`config.mk`:
```
export PLATFORM = sky130hd
export DESIGN_NAME = i2c_addr_detector_flat
export DESIGN_NICKNAME = d
export VERILOG_FILES = /design/src/rtl/i2c_addr_detector_if.sv /design/src/rtl/i2c_addr_detector.sv /design/src/flat_wrapper.sv
export SDC_FILE = /design/constraint.sdc
export NUM_CORES = 1
export LEC_CHECK = 0
export CORE_UTILIZATION = 25
export CTS_CLUSTER_SIZE = 30
export DETAILED_ROUTE_END_ITERATION = 7
export PLACE_DENSITY_LB_ADDON = 0.25
export SLEW_MARGIN = 20
export SYNTH_ARGS = -nofsm -noshare
export SYNTH_HDL_FRONTEND = slang
export SYNTH_SLANG_ARGS = --single-unit
```
`constraint.sdc`:
```
create_clock -name clk -period 4.6 [get_ports clk]
set_clock_uncertainty 0.15 [all_clocks]
set_input_delay 0.92 -clock clk [delete_from_list [all_inputs] [get_ports clk]]
set_output_delay 0.92 -clock clk [all_outputs]
set_load 0.05 [all_outputs]
```
`src/rtl/i2c_addr_detector_if.sv`:
```
// Bus-side signal bundle for the I2C address detector.
// The slave modport is the detector's view; master is the driving side.
interface i2c_addr_detector_if;
  logic SCL_in;
  logic SDA_in;
  logic enable;
  logic SDA_out;
  logic read_enable_pattern_detector;
  logic write_enable_pattern_detector;
  logic rw_bit;
  logic addr_match;
  logic start_det;
  logic stop_det;
  logic busy;

  modport slave (
    input  SCL_in, SDA_in, enable,
    output SDA_out, read_enable_pattern_detector, write_enable_pattern_detector,
           rw_bit, addr_match, start_det, stop_det, busy
  );

  modport master (
    output SCL_in, SDA_in, enable,
    input  SDA_out, read_enable_pattern_detector, write_enable_pattern_detector,
           rw_bit, addr_match, start_det, stop_det, busy
  );
endinterface

```
`src/rtl/i2c_addr_detector.sv`:
```
// Target-side I2C front end: synchronises SCL/SDA, detects START/STOP, shifts in the
// address byte, ACKs its own address and then enables the receive or transmit data stage.
module i2c_addr_detector #(
  parameter logic [6:0] SLAVE_ADDR  = 7'h50,
  parameter int         SYNC_STAGES = 2
) (
  input  logic                 clk,
  input  logic                 rst_n,
  i2c_addr_detector_if.slave   bus
);

  typedef enum logic [2:0] {IDLE, ADDR, ACK, DATA_WR, DATA_RD, IGNORE} state_t;

  logic [SYNC_STAGES-1:0] r_sclSync, r_sdaSync;
  logic r_sclQ, r_sdaQ;
  logic w_sclS, w_sdaS;
  logic w_start, w_stop, w_rise, w_fall;
  logic r_startEv, r_stopEv, r_riseEv, r_fallEv, r_sdaBit;

  state_t     r_state, w_stateNext;
  logic [3:0] r_bitCnt, w_bitCntNext;
  logic [7:0] r_shift, w_shiftNext, w_shiftIn;
  logic       r_rwBit, w_rwBitNext;
  logic       r_sdaOut, w_sdaOutNext;
  logic       r_rdEn, w_rdEnNext;
  logic       r_wrEn, w_wrEnNext;
  logic       r_addrMatch, w_addrMatchNext;
  logic       r_startDet, w_startDetNext;
  logic       r_stopDet, w_stopDetNext;
  logic       r_busy, w_busyNext;

  // Synchronisers idle high so releasing reset never looks like a falling SDA with SCL high.
  always_ff @(posedge clk or negedge rst_n) begin
    if (!rst_n) begin
      r_sclSync <= '1;
      r_sdaSync <= '1;
      r_sclQ    <= 1'b1;
      r_sdaQ    <= 1'b1;
    end else begin
      r_sclSync <= {r_sclSync[SYNC_STAGES-2:0], bus.SCL_in};
      r_sdaSync <= {r_sdaSync[SYNC_STAGES-2:0], bus.SDA_in};
      r_sclQ    <= w_sclS;
      r_sdaQ    <= w_sdaS;
    end
  end

  assign w_sclS  = r_sclSync[SYNC_STAGES-1];
  assign w_sdaS  = r_sdaSync[SYNC_STAGES-1];
  assign w_rise  = w_sclS & ~r_sclQ;
  assign w_fall  = ~w_sclS & r_sclQ;
  assign w_start = w_sclS & r_sclQ & r_sdaQ & ~w_sdaS;
  assign w_stop  = w_sclS & r_sclQ & ~r_sdaQ & w_sdaS;

  always_ff @(posedge clk or negedge rst_n) begin
    if (!rst_n) begin
      r_startEv <= 1'b0;
      r_stopEv  <= 1'b0;
      r_riseEv  <= 1'b0;
      r_fallEv  <= 1'b0;
      r_sdaBit  <= 1'b1;
    end else begin
      r_startEv <= w_start;
      r_stopEv  <= w_stop;
      r_riseEv  <= w_rise;
      r_fallEv  <= w_fall;
      r_sdaBit  <= w_sdaS;
    end
  end

  always_ff @(posedge clk or negedge rst_n) begin
    if (!rst_n) begin
      r_state     <= IDLE;
      r_bitCnt    <= 4'd0;
      r_shift     <= 8'd0;
      r_rwBit     <= 1'b0;
      r_sdaOut    <= 1'b1;
      r_rdEn      <= 1'b0;
      r_wrEn      <= 1'b0;
      r_addrMatch <= 1'b0;
      r_startDet  <= 1'b0;
      r_stopDet   <= 1'b0;
      r_busy      <= 1'b0;
    end else begin
      r_state     <= w_stateNext;
      r_bitCnt    <= w_bitCntNext;
      r_shift     <= w_shiftNext;
      r_rwBit     <= w_rwBitNext;
      r_sdaOut    <= w_sdaOutNext;
      r_rdEn      <= w_rdEnNext;
      r_wrEn      <= w_wrEnNext;
      r_addrMatch <= w_addrMatchNext;
      r_startDet  <= w_startDetNext;
      r_stopDet   <= w_stopDetNext;
      r_busy      <= w_busyNext;
    end
  end

  assign w_shiftIn = {r_shift[6:0], r_sdaBit};

  // START beats STOP and SCL edges; both bus conditions override whatever state we are in.
  always_comb begin
    w_stateNext     = r_state;
    w_bitCntNext    = r_bitCnt;
    w_shiftNext     = r_shift;
    w_rwBitNext     = r_rwBit;
    w_sdaOutNext    = r_sdaOut;
    w_rdEnNext      = r_rdEn;
    w_wrEnNext      = r_wrEn;
    w_addrMatchNext = 1'b0;
    w_startDetNext  = 1'b0;
    w_stopDetNext   = 1'b0;
    w_busyNext      = r_busy;
    if (r_startEv) begin
      w_stateNext    = ADDR;
      w_bitCntNext   = 4'd0;
      w_shiftNext    = 8'd0;
      w_sdaOutNext   = 1'b1;
      w_rdEnNext     = 1'b0;
      w_wrEnNext     = 1'b0;
      w_startDetNext = 1'b1;
      w_busyNext     = 1'b1;
    end else if (r_stopEv) begin
      w_stateNext   = IDLE;
      w_bitCntNext  = 4'd0;
      w_sdaOutNext  = 1'b1;
      w_rdEnNext    = 1'b0;
      w_wrEnNext    = 1'b0;
      w_stopDetNext = 1'b1;
      w_busyNext    = 1'b0;
    end else begin
      case (r_state)
        IDLE, DATA_WR, DATA_RD, IGNORE: ;
        ADDR: begin
          if (r_riseEv) begin
            w_shiftNext  = w_shiftIn;
            w_bitCntNext = r_bitCnt + 4'd1;
            if (r_bitCnt == 4'd7) begin
              if (bus.enable && (w_shiftIn[7:1] == SLAVE_ADDR)) begin
                w_rwBitNext     = w_shiftIn[0];
                w_addrMatchNext = 1'b1;
                w_stateNext     = ACK;
              end else begin
                w_stateNext = IGNORE;
              end
            end
          end
        end
        ACK: begin
          // First falling edge (end of bit 8) pulls SDA; second (end of bit 9) releases it.
          if (r_fallEv) begin
            if (r_sdaOut) begin
              w_sdaOutNext = 1'b0;
            end else begin
              w_sdaOutNext = 1'b1;
              w_stateNext  = r_rwBit ? DATA_RD : DATA_WR;
              w_rdEnNext   = ~r_rwBit;
              w_wrEnNext   = r_rwBit;
            end
          end
        end
        default: w_stateNext = IDLE;
      endcase
    end
  end

  assign bus.SDA_out                       = r_sdaOut;
  assign bus.read_enable_pattern_detector  = r_rdEn;
  assign bus.write_enable_pattern_detector = r_wrEn;
  assign bus.rw_bit                        = r_rwBit;
  assign bus.addr_match                    = r_addrMatch;
  assign bus.start_det                     = r_startDet;
  assign bus.stop_det                      = r_stopDet;
  assign bus.busy                          = r_busy;

endmodule

```
`src/flat_wrapper.sv`:
```
// flat-port wrapper written by rule: the top's interface ports become plain ports
module i2c_addr_detector_flat 
#(
  parameter logic [6:0] SLAVE_ADDR  = 7'h50,
  parameter int         SYNC_STAGES = 2
)
  (clk, rst_n, bus_SCL_in, bus_SDA_in, bus_enable, bus_SDA_out, bus_read_enable_pattern_detector, bus_write_enable_pattern_detector, bus_rw_bit, bus_addr_match, bus_start_det, bus_stop_det, bus_busy);
  i2c_addr_detector_if bus_i ();
  input  logic clk;
  input  logic rst_n;
  input wire logic [$bits(bus_i.SCL_in)-1:0] bus_SCL_in;
  input wire logic [$bits(bus_i.SDA_in)-1:0] bus_SDA_in;
  input wire logic [$bits(bus_i.enable)-1:0] bus_enable;
  output wire logic [$bits(bus_i.SDA_out)-1:0] bus_SDA_out;
  output wire logic [$bits(bus_i.read_enable_pattern_detector)-1:0] bus_read_enable_pattern_detector;
  output wire logic [$bits(bus_i.write_enable_pattern_detector)-1:0] bus_write_enable_pattern_detector;
  output wire logic [$bits(bus_i.rw_bit)-1:0] bus_rw_bit;
  output wire logic [$bits(bus_i.addr_match)-1:0] bus_addr_match;
  output wire logic [$bits(bus_i.start_det)-1:0] bus_start_det;
  output wire logic [$bits(bus_i.stop_det)-1:0] bus_stop_det;
  output wire logic [$bits(bus_i.busy)-1:0] bus_busy;
  assign bus_i.SCL_in = bus_SCL_in;
  assign bus_i.SDA_in = bus_SDA_in;
  assign bus_i.enable = bus_enable;
  assign bus_SDA_out = bus_i.SDA_out;
  assign bus_read_enable_pattern_detector = bus_i.read_enable_pattern_detector;
  assign bus_write_enable_pattern_detector = bus_i.write_enable_pattern_detector;
  assign bus_rw_bit = bus_i.rw_bit;
  assign bus_addr_match = bus_i.addr_match;
  assign bus_start_det = bus_i.start_det;
  assign bus_stop_det = bus_i.stop_det;
  assign bus_busy = bus_i.busy;
  i2c_addr_detector #(.SLAVE_ADDR(SLAVE_ADDR), .SYNC_STAGES(SYNC_STAGES)) u_core (.clk(clk), .rst_n(rst_n), .bus(bus_i));
endmodule
```
==> results of run 1 <==
==> cell families after synthesis <==
group | Yosys count
xor+xnor | 3
simple gates | 46
compound gates | 24
flops | 32
mux | 3
fa+ha+maj | 1
buf+inv | 6
==> placed cells by master, fill, tap and decap left out, types with 2 or more instances in the layout <==
cell             count
dfstp_2              7
dfrtp_1             25
nor3b_1              3
nor2_1              10
clkdlybuf4s50_1     11
o2bb2ai_1            2
xor2_1               2
clkbuf_8             7
nor2b_1              3
nand2_1             15
nand4_1              2
o21ai_0              8
a21oi_1              9
nand4bb_1            2
inv_1                2
==> through the flow <==
step | cell area (um^2) | util (%) | hold WS, ps | cells | power, mW
4_1_cts | 1630 | 31.72 | 209.3 | 202 | 0.6582
3_3_place_gp | 1530 | 29.77 | 197.7 | 194 | 0.4185
6_report | 1625 | 31.62 | 207.1 | 202 | 0.6486
2_1_floorplan | 1339 | - | 195.2 | 115 | 0.3947
5_1_grt | 1625 | 31.62 | 210.2 | 202 | 0.6858
3_5_place_dp | 1530 | 29.77 | 196.8 | 194 | 0.4249
==> metal layers <==
metal	GRT usage, %	up-vias	routed length [um]
li1	-	435	-
met1	12.68	435	1155
met2	15.92	15	1250
met3	4.953	6	99
met4	5.556	0	27
met5	0	-	0
==> layout make-up <==
cell class | instances | area (um^2) | area share [%]
Clock buffer | 8 | 100.1 | 6.159
Inverter | 2 | 7.507 | 0.4619
Multi-Input combinational cell | 77 | 498.0 | 30.64
Sequential cell | 32 | 809.5 | 49.81
Tap cell | 70 | 87.58 | 5.389
Timing Repair Buffer | 13 | 122.6 | 7.544
==> power by group through the flow <==
stage	clock [mW]	combinational, mW	sequential [mW]
CTS	0.238	0.0842	0.336
floorplan	0	0.0549	0.340
detailed placement	0	0.0835	0.341
global route	0.252	0.0942	0.339
global placement	0	0.0798	0.339
finish	0.230	0.0823	0.336
==> how the worst max path moves through the flow <==
| stage | slack [ps] | end | from | depth (start not counted) |
|---|---|---|---|---|
| floorplan | 2590 | u_core.bus.rw_bit$_DFFE_PN0P_ | bus_enable | 3 |
| global placement | 2040 | u_core.bus.rw_bit$_DFFE_PN0P_ | bus_enable | 4 |
| detailed placement | 2010 | u_core.bus.rw_bit$_DFFE_PN0P_ | bus_enable | 4 |
| CTS | 1860 | bus_SDA_out | u_core.bus.SDA_out$_DFFE_PN1P_ | 1 |
| global route | 1840 | bus_SDA_out | u_core.bus.SDA_out$_DFFE_PN1P_ | 1 |
| finish | 1880 | bus_SDA_out | u_core.bus.SDA_out$_DFFE_PN1P_ | 1 |
==> state kept, by name, indices dropped and copies added, names as in the netlist, 2 cells and up <==
name	cells
u_core.r_shift	7
u_core.r_bitCnt	4
u_core.r_state	3
u_core.r_sclSync	2
u_core.r_sdaSync	2
==> parameters.txt, run 1 <==
Parameter                              Value

Status
  Result of the run ... finished, final reports clean

Placement
  DP Wirelength ... roughly 1800 um
  Setup WS pre-CTS ... approximately 2000 ps
  Routability-driven placement congestion ratio ... 0.7581
  Port buffer count ... 12

CTS
  Number of buffers on the longest clock path ... 2
  Cts bufs inserted ... 5
  CTS hold repair buffers ... 0
  Clock tree from TritonCTS ... yes
  Clock network latency to the later pin of the worst-skew pair ... about 280 ps
  Post-cts resize count ... 0
  Clock tree root buffer cell ... clkbuf_8
  Number of buffers added for setup after CTS ... 0
  CTS H-tree lvls ... 2
  Clock edge transition at the registers on the reported setup and hold paths ... about 60 ps
  Clk sinks ... 32

Die
  Initial standard-cell utilization of the core ... a little over a quarter
  Standard-cell row count ... 26
  Die Ht ... roughly 75 um
  Core Area ... roughly 5000 um^2
  Number of top-level pins ... 13
  Full die area ... around 5700 um^2
  Horizontal die dimension ... approximately 75 um

Critical path
  Max FO, Critical Path ... 5
  WP buf/inv ... 1
  Worst path slowest cell ... clkdlybuf4s50_1
  Worst reg2reg path startpoint ... u_core.r_state[2]$_DFFE_PN0P_
  CP arrival ... around 1700 ps
  Terminus of the critical flop-to-flop path ... u_core.bus.rw_bit$_DFFE_PN0P_
  Required time of the worst setup path ... ~3500 ps
  Kind of cell adding the most delay to the critical path ... buffers and inverters
  Setup crit end kind ... output port
  Launching element type of the critical path ... flip-flop
  Crit path largest cell delay ... 810 ps
  Reg2Reg Depth ... 4
  Cell Chain, Critical Path ... clkdlybuf4s50_1
  R2r setup slk ... ~2400 ps
  Setup Crit Path Kind ... flip-flop to output port

Route
  Number of optimization iterations in the first detailed-route pass ... 4
  Via-to-Cell Ratio ... about 4.4
  Routed Wire Length ... between 2000 and 3000 um
  DRC marker count from the first detailed-route iteration ... 94
  Number of antenna-violating nets in the routed design ... 0
  DR WL/cell ... about 13 um
  Count of unresolved DRC violations after routing ... 0
  Vias ... approximately 890

Power
  Comb pwr share ... 12.7%
  Design internal power ... around 0.5 mW
  Clock network fraction of design power ... 35.5%
  Net switching power ... between 0.15 and 0.2 mW
  Leakage power summed over all cells ... around 0.67 nW
  IR drop worst, VDD ... 0.1594 mV
  Switching power as a share of total power ... roughly 25%
  Sequential share of power ... roughly half
  Total power density per cell area ... ~400 nW/um^2

GRT
  Number of global-route vias before repair ... 885
  Overflow after GRT ... 0
  Largest net degree at the start of global routing ... 25
  Number of antenna violations at the first check in global routing ... 0
  Total global routing track utilization ... 10.59%
  Wire length of the first global-routing pass ... between 4000 and 5000 um

Yosys
  Simple logic cell fraction of the synthesized area ... 21.03%
  Most frequent cell after synthesis ... dfrtp_1
  Cell area after synthesis ... ~1300 um^2
  Multiplexer share of the synthesized area ... 2.430%
  Share of synthesized flip-flops with an asynchronous set or reset ... between 90% and 100%
  Combinational family with the most area after synthesis ... simple AND/OR/NAND/NOR gates
  Cell types with the highest counts after synthesis ... dfrtp_1 (25), nand2_1 (15), nor2_1 (10)
  Number of synthesized flops with an enable pin ... 0
  Library cells used by synthesis ... 37
  Synth Area per Inst ... 11.64 um^2
  Adder-cell area share of the yosys netlist ... less than 1%
  Top-area cell type share of the netlist area ... roughly 47%
  Sequential cell area fraction in the yosys report ... 60.47%
  Complex-gate fraction of the synthesized area ... between 10% and 20%
  Synth Area in XOR/XNOR ... between 1.5 and 2%
  Cell type with the highest aggregate area in the netlist ... dfrtp_1
  Syn nets ... approximately 120
  Yosys synthesis warning count ... 0
  Seq cells post-synth ... 32
  Instance count of the mapped netlist ... roughly 120
  Flip-flop cell with the highest count after synthesis ... dfrtp_1
  Leading cell types by total area after synthesis ... dfrtp_1 (47%), dfstp_2 (14%), nand2_1 (4.2%), a21oi_1 (3.4%), o21ai_0 (3.0%)

STA
  Hold Fails Final Rpt ... 0
  Aggregate negative setup slack ... 0 ps
  Slew Viols, Final ... 0
  Slew @ Worst Pin ... 545.3 ps
  Worst Slack Setup Final ... 1883 ps
  Portion of the clock cycle consumed by the worst path in the final layout ... just under 60%
  Top achievable clock speed ... approximately 0.37 GHz
  Post-layout min period ... 2717 ps
  Unrepaired setup endpoints after global routing ... false
  Normalized max-slew margin ... between 60% and 70%
  Final setup violation count ... 0

Finish
  Relative area change from synthesis to final layout ... 21.40%
  NumNets Final ... ~140
  Ratio of cells with drive above 1 in the final layout ... 17.42%
  Filler Cells Inserted ... about 550
  Ant diodes ... 0

Min path
  Worst min-delay path category ... flip-flop to flip-flop
  Cell count of the worst hold path ... 0
  Worst min-delay path startpoint ... u_core.r_sdaSync[0]$_DFF_PN1_
  WHS Endpoint ... u_core.r_sdaSync[1]$_DFF_PN1_

Job
  Number of max-cap violations ... 0
Power figures use the tool's default switching activity.
==> inputs of run 2 (changes only) <==
- clock period: 4.6 -> 2.21 ns (I/O delays scaled with it)
==> run 2 against run 1 <==
  * Flip-flop and latch count stayed put
  * Sequential power is 110% higher
  * First-iteration DRC count is 6.4% lower
  * Critical path type is now flip-flop to flip-flop
  * Highest routed layer unchanged
==> parameters.txt, run 2 (synthesis gave the netlist of run 1 again) <==
Parameter                              Value

CTS
  Clock tree root buffer cell ... clkbuf_8 (unchanged)
  Clock network latency to the later pin of the worst-skew pair ... 280 ps (about the same)
  Number of buffers added for setup after CTS ... 0 (unchanged)
  CTS hold repair buffers ... 0 (unchanged)
  Clock edge transition at the registers on the reported setup and hold paths ... 70 ps (was 60 ps)
  CTS H-tree lvls ... 2 (unchanged)
  Clock tree from TritonCTS ... yes (unchanged)
  Number of buffers on the longest clock path ... 2 (unchanged)
  Post-cts resize count ... 0 (unchanged)
  Clk sinks ... 32 (unchanged)
  Cts bufs inserted ... 5 (unchanged)

GRT
  Number of global-route vias before repair ... 949 (was 885)
  Number of antenna violations at the first check in global routing ... 0 (unchanged)
  Largest net degree at the start of global routing ... 33 (was 25)
  Total global routing track utilization ... 10.93% (was 10.59%)
  Overflow after GRT ... 0 (unchanged)
  Wire length of the first global-routing pass ... 4450 um (was 4236 um)

Finish
  Ratio of cells with drive above 1 in the final layout ... 20.74% (was 17.42%)
  Top reg by flops ... u_core.r_shift (unchanged)
  Leading cell type in the layout, fill and taps excluded ... dfrtp_1 (unchanged)
  Ant diodes ... 0 (unchanged)
  Total area of sequential cells ... 809.5 um^2 (unchanged)
  Number of flip-flops under the largest register name ... 7 (unchanged)
  Filler Cells Inserted ... 548 (was 552)
  Filler-free cell count of the finished design ... 205 (was 202)
  Commonest cells after routing, fill and taps aside ... dfrtp_1 (25), nand2_1 (15), nor2_1 (10), clkdlybuf4s50_1 (10), a21oi_1 (9) (was dfrtp_1 (25), nand2_1 (15), clkdlybuf4s50_1 (11))
  Registers with the most flip-flops ... u_core.r_shift x7, u_core.r_bitCnt x4, u_core.r_state x3 (unchanged)
  Relative area change from synthesis to final layout ... 23.93% (was 21.40%)
  Combined area of the multi-input logic cells ... 498.0 um^2 (unchanged)
  NumNets Final ... 140 (was 137)

Critical path
  Crit path largest cell delay ... 400 ps (was 810 ps)
  Required time of the worst setup path ... 2230 ps (was 3530 ps)
  Setup crit end kind ... flip-flop (was output port)
  Reg2Reg Depth ... 4 (unchanged)
  Launching element type of the critical path ... flip-flop (unchanged)
  Setup Crit Path Kind ... flip-flop to flip-flop (was flip-flop to output port)
  CP arrival ... 2070 ps (was 1650 ps)
  R2r setup slk ... 160 ps (was 2400 ps)
  Worst reg2reg path startpoint ... u_core.r_shift[1]$_DFFE_PN0P_ (was u_core.r_state[2]$_DFFE_PN0P_)
  Worst path slowest cell ... dfrtp_1 (was clkdlybuf4s50_1)
  Cell Chain, Critical Path ... nor4_1, nand4_1, nor4b_4, mux2_1 (was clkdlybuf4s50_1)
  Max FO, Critical Path ... 4 (was 5)
  Terminus of the critical flop-to-flop path ... u_core.bus.rw_bit$_DFFE_PN0P_ (unchanged)

Die
  Core Area ... 5140 um^2 (unchanged)
  Die Ht ... 75.18 um (unchanged)
  Standard-cell row count ... 26 (unchanged)
  Horizontal die dimension ... 75.18 um (unchanged)
  Initial standard-cell utilization of the core ... 26.05% (unchanged)
  Full die area ... 5652 um^2 (unchanged)
  Number of top-level pins ... 13 (unchanged)

Min path
  WHS Endpoint ... u_core.r_sclSync[1]$_DFF_PN1_ (was u_core.r_sdaSync[1]$_DFF_PN1_)
  Worst min-delay path category ... flip-flop to flip-flop (unchanged)
  Cell count of the worst hold path ... 0 (unchanged)
  Worst min-delay path startpoint ... u_core.r_sclSync[0]$_DFF_PN1_ (was u_core.r_sdaSync[0]$_DFF_PN1_)

Route
  Vias ... 922 (was 891)
  DRC marker count from the first detailed-route iteration ... 88 (was 94)
  Count of unresolved DRC violations after routing ... 0 (unchanged)
  Number of optimization iterations in the first detailed-route pass ... 4 (unchanged)
  Routed Wire Length ... 2589 um (was 2533 um)
  DR WL/cell ... 12.63 um (was 12.54 um)
  Via-to-Cell Ratio ... 4.498 (was 4.411)
  Number of antenna-violating nets in the routed design ... 0 (unchanged)

STA
  Unrepaired setup endpoints after global routing ... false (unchanged)
  Slew @ Worst Pin ... 495.2 ps (was 545.3 ps)
  Slew Viols, Final ... 0 (unchanged)
  Portion of the clock cycle consumed by the worst path in the final layout ... roughly 90%
  Final setup violation count ... 0 (unchanged)
  Normalized max-slew margin ... 66.88% (was 63.65%)
  Hold Fails Final Rpt ... 0 (unchanged)
  Aggregate negative setup slack ... 0 ps (unchanged)
  Post-layout min period ... between 2000 and 2500 ps
  Top achievable clock speed ... between 0.4 and 0.5 GHz

Power
  Total power density per cell area ... 863.8 nW/um^2 (was 399.1 nW/um^2)
  Leakage power summed over all cells ... 0.6914 nW (was 0.6720 nW)
  IR drop worst, VDD ... 0.3392 mV (was 0.1594 mV)

Placement
  Number of instances in the placed design ... 197 (was 194)
  Routability-driven placement congestion ratio ... 0.8234 (was 0.7581)
  Port buffer count ... 12 (unchanged)
  DP Wirelength ... 1767 um (was 1759 um)

Job
  Number of max-cap violations ... 0 (unchanged)

Status
  Result of the run ... finished, final reports clean (unchanged)
## run 2: report_power, final
group          internal [mW]  switching [mW]
combinational         0.0872          0.0977
sequential             0.645          0.0491
clock                  0.333           0.221
total                   1.07           0.368
## run 2: stage by stage
step | setup slack, ps | instance area [um^2] | hold WS [ps] | total power [mW] | utilization (%)
detailed placement | 84.24 | 1548 | 198.2 | 0.8901 | 30.11
global placement | 132.8 | 1548 | 199.1 | 0.8748 | 30.11
floorplan | 414.6 | 1339 | -3.591 | 0.8216 | -
CTS | 174.0 | 1659 | 207.8 | 1.453 | 32.28
global route | 102.7 | 1659 | 219.2 | 1.514 | 32.28
finish | 161.9 | 1659 | 205.7 | 1.433 | 32.28
## run 2: worst max path at each step
stage	from	endpoint	depth (start not counted)
2_1_floorplan	u_core.r_startEv$_DFF_PN0_	u_core.r_state[0]$_DFFE_PN0P_	4
3_3_place_gp	bus_enable	u_core.bus.rw_bit$_DFFE_PN0P_	4
3_5_place_dp	bus_enable	u_core.bus.rw_bit$_DFFE_PN0P_	4
4_1_cts	u_core.bus.read_enable_pattern_detector$_DFFE_PN0P_	bus_read_enable_pattern_detector	1
5_1_grt	u_core.r_shift[0]$_DFFE_PN0P_	u_core.bus.rw_bit$_DFFE_PN0P_	4
6_report	u_core.r_shift[1]$_DFFE_PN0P_	u_core.bus.rw_bit$_DFFE_PN0P_	4
## run 2: final cells by class
type	count	area share, %
flip-flops and latches	32	48.79
multi-input cells	77	30.02
repair buffers	16	8.748
well taps	70	5.279
clock buffers	5	4.148
clock inverters	3	2.564
inverters	2	0.4525
## run 2: critical path, delay by kind of cell, from the launching register on
kind / cells / cell delay [ps]
DFF: 1 / 400
muxes: 1 / 340
and+or+nand+nor: 3 / 1040
## run 2: metal layers
layer  wire length, um  global-route usage (%)  part of all wire, %
met5                 0                       0                    0
met4                48                   5.761                  1.9
met3               111                   4.418                  4.3
met2              1267                   15.82                   49
met1              1161                   14.06                   45
